### src/rtl/mux_rr_arbiter_8.sv
// mux_rr_arbiter_8
// Round-robin arbiter and sequencer for an 8:1 data mux. Eight requesters each
// present a word; one is granted at a time. The winning word is captured into
// an output register, offered downstream on a valid/ready handshake, and the
// winner is acknowledged when the word is accepted.
//
// Ports:
//   clk        clock, all logic on the rising edge
//   rst        synchronous reset, active-high
//   req        req[i]=1: requester i has a word on d<i>
//   d0..d7     requester data words
//   out_data   registered winning word
//   out_valid  out_data valid, held until accepted
//   out_ready  downstream accepts when out_valid & out_ready
//   sel        index of the current/last winner (mux select)
//   gnt        one-hot grant, nonzero only while holding a word
//   ack        one-hot, combinational: acceptance strobe for the granted requester
//   busy       1 while holding a word
module mux_rr_arbiter_8 #(
  parameter int unsigned width = 32
) (
  input  logic             clk,
  input  logic             rst,
  input  logic [7:0]       req,
  input  logic [width-1:0] d0,
  input  logic [width-1:0] d1,
  input  logic [width-1:0] d2,
  input  logic [width-1:0] d3,
  input  logic [width-1:0] d4,
  input  logic [width-1:0] d5,
  input  logic [width-1:0] d6,
  input  logic [width-1:0] d7,
  output logic [width-1:0] out_data,
  output logic             out_valid,
  input  logic             out_ready,
  output logic [2:0]       sel,
  output logic [7:0]       gnt,
  output logic [7:0]       ack,
  output logic             busy
);

  typedef enum logic [0:0] {
    StIdle,
    StHold
  } state_e;

  state_e           state_q;
  logic [2:0]       last_q;
  logic [2:0]       sel_q;
  logic [7:0]       gnt_q;
  logic [width-1:0] out_data_q;
  logic             out_valid_q;
  logic             busy_q;

  logic [width-1:0] data_arr [8];
  logic [2:0]       scan_idx;
  logic [2:0]       win;
  logic             win_found;

  always_comb begin
    data_arr[0] = d0;
    data_arr[1] = d1;
    data_arr[2] = d2;
    data_arr[3] = d3;
    data_arr[4] = d4;
    data_arr[5] = d5;
    data_arr[6] = d6;
    data_arr[7] = d7;
  end

  // Scan last+1, last+2, ... (3-bit wrap) and take the first active request.
  // Offset 8 wraps back to last itself, so a lone repeat requester still wins.
  always_comb begin
    win       = last_q;
    win_found = 1'b0;
    scan_idx  = last_q;
    for (int unsigned off = 1; off <= 8; off++) begin
      scan_idx = last_q + off[2:0];
      if (!win_found && req[scan_idx]) begin
        win       = scan_idx;
        win_found = 1'b1;
      end
    end
  end

  // Single-process FSM with registered outputs. The pointer only advances on
  // acceptance, so a grant abandoned by reset never counts as served.
  always_ff @(posedge clk) begin
    if (rst) begin
      state_q     <= StIdle;
      last_q      <= 3'd7;
      sel_q       <= 3'd0;
      gnt_q       <= 8'h00;
      out_data_q  <= '0;
      out_valid_q <= 1'b0;
      busy_q      <= 1'b0;
    end else begin
      unique case (state_q)
        StIdle: begin
          if (win_found) begin
            sel_q       <= win;
            gnt_q       <= 8'h01 << win;
            out_data_q  <= data_arr[win];
            out_valid_q <= 1'b1;
            busy_q      <= 1'b1;
            state_q     <= StHold;
          end else begin
            out_valid_q <= 1'b0;
            gnt_q       <= 8'h00;
            busy_q      <= 1'b0;
          end
        end
        StHold: begin
          // Everything stays frozen until the word is taken, whatever req/d do.
          if (out_ready) begin
            last_q      <= sel_q;
            out_valid_q <= 1'b0;
            gnt_q       <= 8'h00;
            busy_q      <= 1'b0;
            state_q     <= StIdle;
          end
        end
        default: begin
          state_q <= StIdle;
        end
      endcase
    end
  end

  // A reset cycle abandons the held word, so it must not be acknowledged.
  assign ack       = gnt_q & {8{out_valid_q & out_ready & ~rst}};
  assign out_data  = out_data_q;
  assign out_valid = out_valid_q;
  assign sel       = sel_q;
  assign gnt       = gnt_q;
  assign busy      = busy_q;

endmodule
### config.mk
export PLATFORM = sky130hd
export DESIGN_NAME = mux_rr_arbiter_8
export DESIGN_NICKNAME = d
export VERILOG_FILES = /design/src/rtl/mux_rr_arbiter_8.sv
export SDC_FILE = /design/constraint.sdc
export NUM_CORES = 1
export LEC_CHECK = 0
export ABC_AREA = 1
export CAP_MARGIN = 5
export CORE_UTILIZATION = 35
export CTS_CLUSTER_SIZE = 12
export DETAILED_ROUTE_END_ITERATION = 12
export HOLD_SLACK_MARGIN = 0.06
export PLACE_DENSITY_LB_ADDON = 0.2
export SLEW_MARGIN = 20
export SYNTH_ARGS = -nofsm -noshare
export SYNTH_HDL_FRONTEND = slang
export SYNTH_SLANG_ARGS = --single-unit
### constraint.sdc
create_clock -name clk -period 6.95 [get_ports clk]
set_clock_uncertainty 0.05 [all_clocks]
set_input_delay 2.085 -clock clk [delete_from_list [all_inputs] [get_ports clk]]
set_output_delay 2.085 -clock clk [all_outputs]
set_load 0.05 [all_outputs]
==> results.sh, run 1 <==
export IMPL_final_hold_viol_count=0
export IMPL_avgRoutedWirePerCell_um=14.8
export IMPL_criticalPathCategory="in2out"
export IMPL_synth_cells=1101
export IMPL_finalCritPeriodShare_pct=82.4
export IMPL_pwr_density_cell_mw_per_mm2=302
export IMPL_layout_nets=1638
export IMPL_clock_fmax_mhz=175
export IMPL_crit_path_max_fanout=12
export IMPL_syn_area_per_cell_sq_um=5.10
export IMPL_worst_hold_path_type="reg2reg"
export IMPL_power_sequential_fraction_pct=15.2
export IMPL_tritoncts="built"
export IMPL_vias=7588
export IMPL_clock_sink_count=48
export IMPL_drv_slew=0
export IMPL_total_inserted_antenna_cells=0
export IMPL_setup_viol=0
export IMPL_grt_start_max_net_pins=93
export IMPL_gr_usage_all_layers_pct=27.1
export IMPL_slew_headroom_pct=29.7
export IMPL_grt_pass1_vias=6873
export IMPL_tot_pwr_uw=2710
export IMPL_drc_errors=0
export IMPL_drtPass1Iterations=4
export IMPL_postcts_resize_cnt=0
export IMPL_clk_pin_slew_ns=0.06
export IMPL_grt_setup_unrepaired="no"
export IMPL_grt_antenna_before_repair=0
export IMPL_floorplan_die_width_um=129
export IMPL_pwr_share_comb_pct=75.6
export IMPL_global_route_wire_length_before_repair_um=35300
export IMPL_detailed_place_hpwl_um=17700
export IMPL_dp_cells=1573
export IMPL_fin_ws_ns=1.22
export IMPL_layoutNonFillerInstCount=1580
export IMPL_initial_core_util_pct=36.4
export IMPL_routed_wl_um=23400
export IMPL_longest_clk_path_bufs=2
export IMPL_share_clk_of_total_power_pct=9.2
export IMPL_post_cts_setup_bufs=0
export IMPL_synth_edff_count=0
export IMPL_startpoint_type="primary input"
export IMPL_design_core_area_sq_mm=0.0154
export IMPL_post_route_cells_drive_above_1_share_pct=5.11
export IMPL_synth_cell_type_count=36
export IMPL_layout_common_cells="sky130_fd_sc_hd__nand2_1, sky130_fd_sc_hd__clkdlybuf4s50_1, sky130_fd_sc_hd__nand3_1"
export IMPL_worstMarginPinSlew_ns=1.05
export IMPL_core_rowCount=45
export IMPL_power_switching_fraction_pct=55.9
export IMPL_cp_arrival_ns=3.59
export IMPL_switchingPower_uw=1520
export IMPL_run_status="complete, no violations"
export IMPL_flow_area_growth_from_synthesis_pct=59.7
export IMPL_synth_warnings=0
export IMPL_pre_cts_slack_ns=1.18
export IMPL_internal_power_uw=1200
export IMPL_layout_cells_most_common="sky130_fd_sc_hd__nand2_1"
export IMPL_syn_num_nets=1370
export IMPL_avgViaCountPerCell=4.80
export IMPL_async_sr_flop_fraction_pct=0
export IMPL_critPathRequiredTime_ns=4.82
export IMPL_globalRoute_totalOverflow=0
export IMPL_worst_setup_path_end_kind="output pin"
export IMPL_setup_tns_ns=0
export IMPL_globalplace_congestion=0.894
export IMPL_route_antenna_remaining_nets=0
export IMPL_clk_insertion_delay_late_ns=0.28
export IMPL_postSynthRegisterBits=48
export IMPL_synth_flop_cell="sky130_fd_sc_hd__dfxtp_1"
export IMPL_die_h_um=129
export IMPL_drt_iter0_drc=383
export IMPL_h_tree_lvl_count=2
export IMPL_numPortBuffers=319
export IMPL_number_of_buffers_added_by_the_clock_tree_synthesis_step=5
export IMPL_cap_viol_max_count=0
export IMPL_synth_seq_area_share_pct=17.1
export IMPL_cts_hold_fix_buffers=0
export IMPL_cell_area_after_synthesis_sq_mm=0.00562
export IMPL_die_footprint_sq_mm=0.0166
export IMPL_peakVddDrop_mv=0.189
export IMPL_total_leakage_power_uw=0.00465
export IMPL_post_route_min_period_ns=5.73
export IMPL_root_buffer="sky130_fd_sc_hd__clkbuf_16"
export IMPL_ios=320
==> metrics by stage <==
stage,instance area (sq um),hold WS (ns),utilization [%]
final,8970,0.437,58.2
after global routing,8970,0.453,58.2
after CTS,8970,0.435,58.2
after detailed placement,8820,0.424,57.2
after global placement,8820,0.423,57.2
after floorplan,5620,0.438,-
==> cell families after synthesis <==
| logic type | count (synthesis) | synth area share, % |
|---|---|---|
| and+or+nand+nor | 891 | 66.6 |
| AOI/OAI and AO/OA | 25 | 3.01 |
| xor gates and xnor gates | 3 | 0.735 |
| buffers and inverters | 132 | 12.1 |
| DFF | 48 | 17.1 |
| adders and majority gates | 2 | 0.445 |
==> routing by layer <==
metal  part of all wire [%]  global-route usage [%]
met5                      0                       0
met4                    2.7                    8.65
met3                    8.1                    6.36
met2                     50                    49.8
met1                     39                    30.8
==> final timing paths <==
kind                            slack (ns)           to  startpoint  cells after the start
worst max-delay path                  1.22       ack[1]         rst                      5
worst min-delay path                  0.44       sel[2]      sel[2]                      2
worst max register to register        2.30  out_data[2]   last_q[1]                     21
worst min register to register        0.44       sel[2]      sel[2]                      2
==> cell usage after synthesis (6+ instances only) <==
master | count | area, sq um
sky130_fd_sc_hd__a22oi_1 | 6 | 45.0
sky130_fd_sc_hd__buf_2 | 27 | 135
sky130_fd_sc_hd__buf_4 | 23 | 173
sky130_fd_sc_hd__buf_6 | 8 | 90.1
sky130_fd_sc_hd__clkbuf_1 | 9 | 33.8
sky130_fd_sc_hd__dfxtp_1 | 48 | 961
sky130_fd_sc_hd__inv_1 | 58 | 218
sky130_fd_sc_hd__nand2_1 | 672 | 2520
sky130_fd_sc_hd__nand2_2 | 10 | 62.6
sky130_fd_sc_hd__nand3_1 | 162 | 811
sky130_fd_sc_hd__nand3_2 | 8 | 80.1
sky130_fd_sc_hd__nor2_1 | 24 | 90.1
sky130_fd_sc_hd__o21ai_0 | 6 | 30.0
==> registers in the layout, indices dropped and copies added (netlist names) <==
| register | flops |
|---|---|
| busy | 1 |
| gnt | 8 |
| last_q | 3 |
| out_data | 32 |
| sel | 3 |
| state_q | 1 |
==> power by group through the flow <==
stage / Combinational, uW / Clock [uW] / Sequential, uW
floorplan: 1180 / 0 / 679
global placement: 2060 / 0 / 415
detailed placement: 2070 / 0 / 417
CTS: 2070 / 255 / 412
global route: 2280 / 264 / 420
finish: 2050 / 249 / 412
==> final cells by class <==
type	instances	area [sq um]
clock buffer	7	153
fill	1631	6460
inverter	62	233
multi-input combinational	921	4000
sequential	48	961
tap	211	264
timing repair buffer	331	3360
==> critical path, stage by stage <==
cell	delay (ns)
sky130_fd_sc_hd__clkdlybuf4s50_1	0.65
sky130_fd_sc_hd__inv_2	0.13
sky130_fd_sc_hd__nand3_1	0.25
sky130_fd_sc_hd__nor2_1	0.30
sky130_fd_sc_hd__buf_12	0.18
Note: power is estimated with default switching activity, not from simulation.
==> run 2: changes to the inputs <==
Clock period 6.95 ns to 5.05 ns, I/O delays scaled along.
==> run 2 against run 1 <==
Sequential cell count unchanged. Clock-buffer cell count decreased by 2. Register-to-register slack got worse by 1.1 ns. Cell count increased by 0.51%. Sequential power increased by 38%. Wire length increased by 1.1%. Largest cell class unchanged. Die area unchanged. Worst hold slack improved by 0.011 ns. Setup slack got worse by 0.60 ns. Utilization increased by 0.84 points. Cell area increased by 1.4%. Combinational power increased by 40%.
==> results.sh, run 2 (same netlist as run 1, synthesis figures left out) <==
export IMPL_cp_arrival_ns=2.86
export IMPL_worstPathCellList="clkdlybuf4s50_1, buf_4, inv_2, nand3_1, nor2_1, buf_12"
export IMPL_setup_tns_ns=0
export IMPL_worst_setup_path_end_kind="output pin"
export IMPL_drt_iter0_drc=410
export IMPL_worstMarginPinSlew_ns=0.711
export IMPL_number_of_buffers_added_by_the_clock_tree_synthesis_step=5
export IMPL_final_hold_viol_count=0
export IMPL_dp_cells=1579
export IMPL_grt_antenna_before_repair=0
export IMPL_floorplan_die_width_um=129
export IMPL_pre_cts_slack_ns=0.546
export IMPL_cts_hold_fix_buffers=0
export IMPL_tritoncts="built"
export IMPL_grt_pass1_vias=7095
export IMPL_use_met2_pct=51.4
export IMPL_post_route_cells_drive_above_1_share_pct=5.60
export IMPL_grt_start_max_net_pins=65
export IMPL_gr_usage_all_layers_pct=27.3
export IMPL_setup_viol=0
export IMPL_die_footprint_sq_mm=0.0166
export IMPL_clk_pin_slew_ns=0.07
export IMPL_cap_viol_max_count=0
export IMPL_clk_insertion_delay_late_ns=0.28
export IMPL_detailed_place_hpwl_um=18100
export IMPL_worst_hold_path_type="reg2reg"
export IMPL_fin_ws_ns=0.626
export IMPL_post_cts_setup_bufs=0
export IMPL_pwr_density_cell_mw_per_mm2=419
export IMPL_largest_reg_flops=32
export IMPL_worst_r2r_path_depth=21
export IMPL_clock_sink_count=48
export IMPL_critPathMaxStageDelay_ns=0.40
export IMPL_slew_headroom_pct=52.6
export IMPL_grtUsageMet1_pct=30.4
export IMPL_fillerInstances=1602
export IMPL_layout_common_cells="sky130_fd_sc_hd__nand2_1, sky130_fd_sc_hd__clkdlybuf4s50_1, sky130_fd_sc_hd__nand3_1"
export IMPL_run_status="complete, no violations"
export IMPL_startpoint_type="primary input"
export IMPL_grt_setup_unrepaired="no"
export IMPL_avgViaCountPerCell=4.81
export IMPL_crit_slowest_cell="sky130_fd_sc_hd__clkdlybuf4s50_1"
export IMPL_postcts_resize_cnt=0
export IMPL_min_delay_path_depth=2
export IMPL_longest_clk_path_bufs=2
export IMPL_die_h_um=129
export IMPL_avgRoutedWirePerCell_um=14.9
export IMPL_drtPass1Iterations=4
export IMPL_ios=320
export IMPL_flow_area_growth_from_synthesis_pct=62.0
export IMPL_layout_nets=1644
export IMPL_met3_usage_pct=6.03
export IMPL_post_route_min_period_ns=4.42
export IMPL_global_route_wire_length_before_repair_um=35600
export IMPL_route_antenna_remaining_nets=0
export IMPL_design_core_area_sq_mm=0.0154
export IMPL_criticalPathCategory="in2out"
export IMPL_globalplace_congestion=0.890
export IMPL_vias=7631
export IMPL_numPortBuffers=319
export IMPL_drv_slew=0
export IMPL_peakVddDrop_mv=0.257
export IMPL_layout_cells_most_common="sky130_fd_sc_hd__nand2_1"
export IMPL_finalCritPeriodShare_pct=87.6
export IMPL_grt_busiest_layer="met2"
export IMPL_critPathRequiredTime_ns=3.49
export IMPL_core_rowCount=45
export IMPL_h_tree_lvl_count=2
export IMPL_layoutNonFillerInstCount=1588
export IMPL_total_leakage_power_uw=0.00470
export IMPL_drc_errors=0
export IMPL_crit_path_max_fanout=12
export IMPL_root_buffer="sky130_fd_sc_hd__clkbuf_16"
export IMPL_final_core_utilization_pct=59.0
export IMPL_clock_fmax_mhz=226
export IMPL_worst_hold_slack_ns=0.448
export IMPL_globalRoute_totalOverflow=0
export IMPL_initial_core_util_pct=36.4
export IMPL_routed_wl_um=23600
==> run 2: cell count changes in the layout (fill, tap and decap cells not counted) <==
cell | previous run | this run
sky130_fd_sc_hd__diode_2 | 0 | 1
sky130_fd_sc_hd__clkinvlp_4 | 0 | 1
sky130_fd_sc_hd__bufinv_16 | 0 | 1
sky130_fd_sc_hd__clkbuf_8 | 2 | 0
sky130_fd_sc_hd__inv_6 | 0 | 1
sky130_fd_sc_hd__buf_4 | 12 | 13
sky130_fd_sc_hd__buf_12 | 8 | 13
==> run 2: worst paths after layout <==
check / start / endpoint / slack [ns]
setup / recovery: rst / ack[1] / 0.63
hold / removal: sel[2] / sel[2] / 0.45
setup reg to reg: last_q[1] / out_data[8] / 1.18
hold reg to reg: sel[2] / sel[2] / 0.45
==> run 2: metal layers <==
layer / up-vias / wire length, um
met2: 294 / 11700
met3: 35 / 1980
met1: 3361 / 9310
met4: 0 / 588
met5: - / 0
li1: 3941 / -
==> run 2: worst max-delay path: cells and delay by family <==
| kind | cells | cell delay, ns |
|---|---|---|
| buf+inv | 4 | 0.82 |
| simple gates | 2 | 0.53 |
==> run 2: area by class of cell <==
| cell class | count | area, sq um | share of cell area [%] |
|---|---|---|---|
| diodes | 1 | 2.50 | 0.0275 |
| clock buffers | 5 | 125 | 1.37 |
| clock inverters | 3 | 46.3 | 0.509 |
| inverters | 62 | 233 | 2.56 |
| multi-input cells | 921 | 4000 | 43.9 |
| flip-flops and latches | 48 | 961 | 10.6 |
| well taps | 211 | 264 | 2.90 |
| repair buffers | 337 | 3470 | 38.1 |
==> run 2: where the power goes <==
| part | internal, uW | switching (uW) |
|---|---|---|
| clock | 235 | 148 |
| sequential | 492 | 74.3 |
| combinational | 987 | 1870 |
==> run 2: per-stage QoR <==
stage | power [uW] | cell area [sq um]
detailed placement | 3460 | 8930
finish | 3810 | 9100
global placement | 3450 | 8930
CTS | 3850 | 9100
global route | 4160 | 9100
floorplan | 2560 | 5620
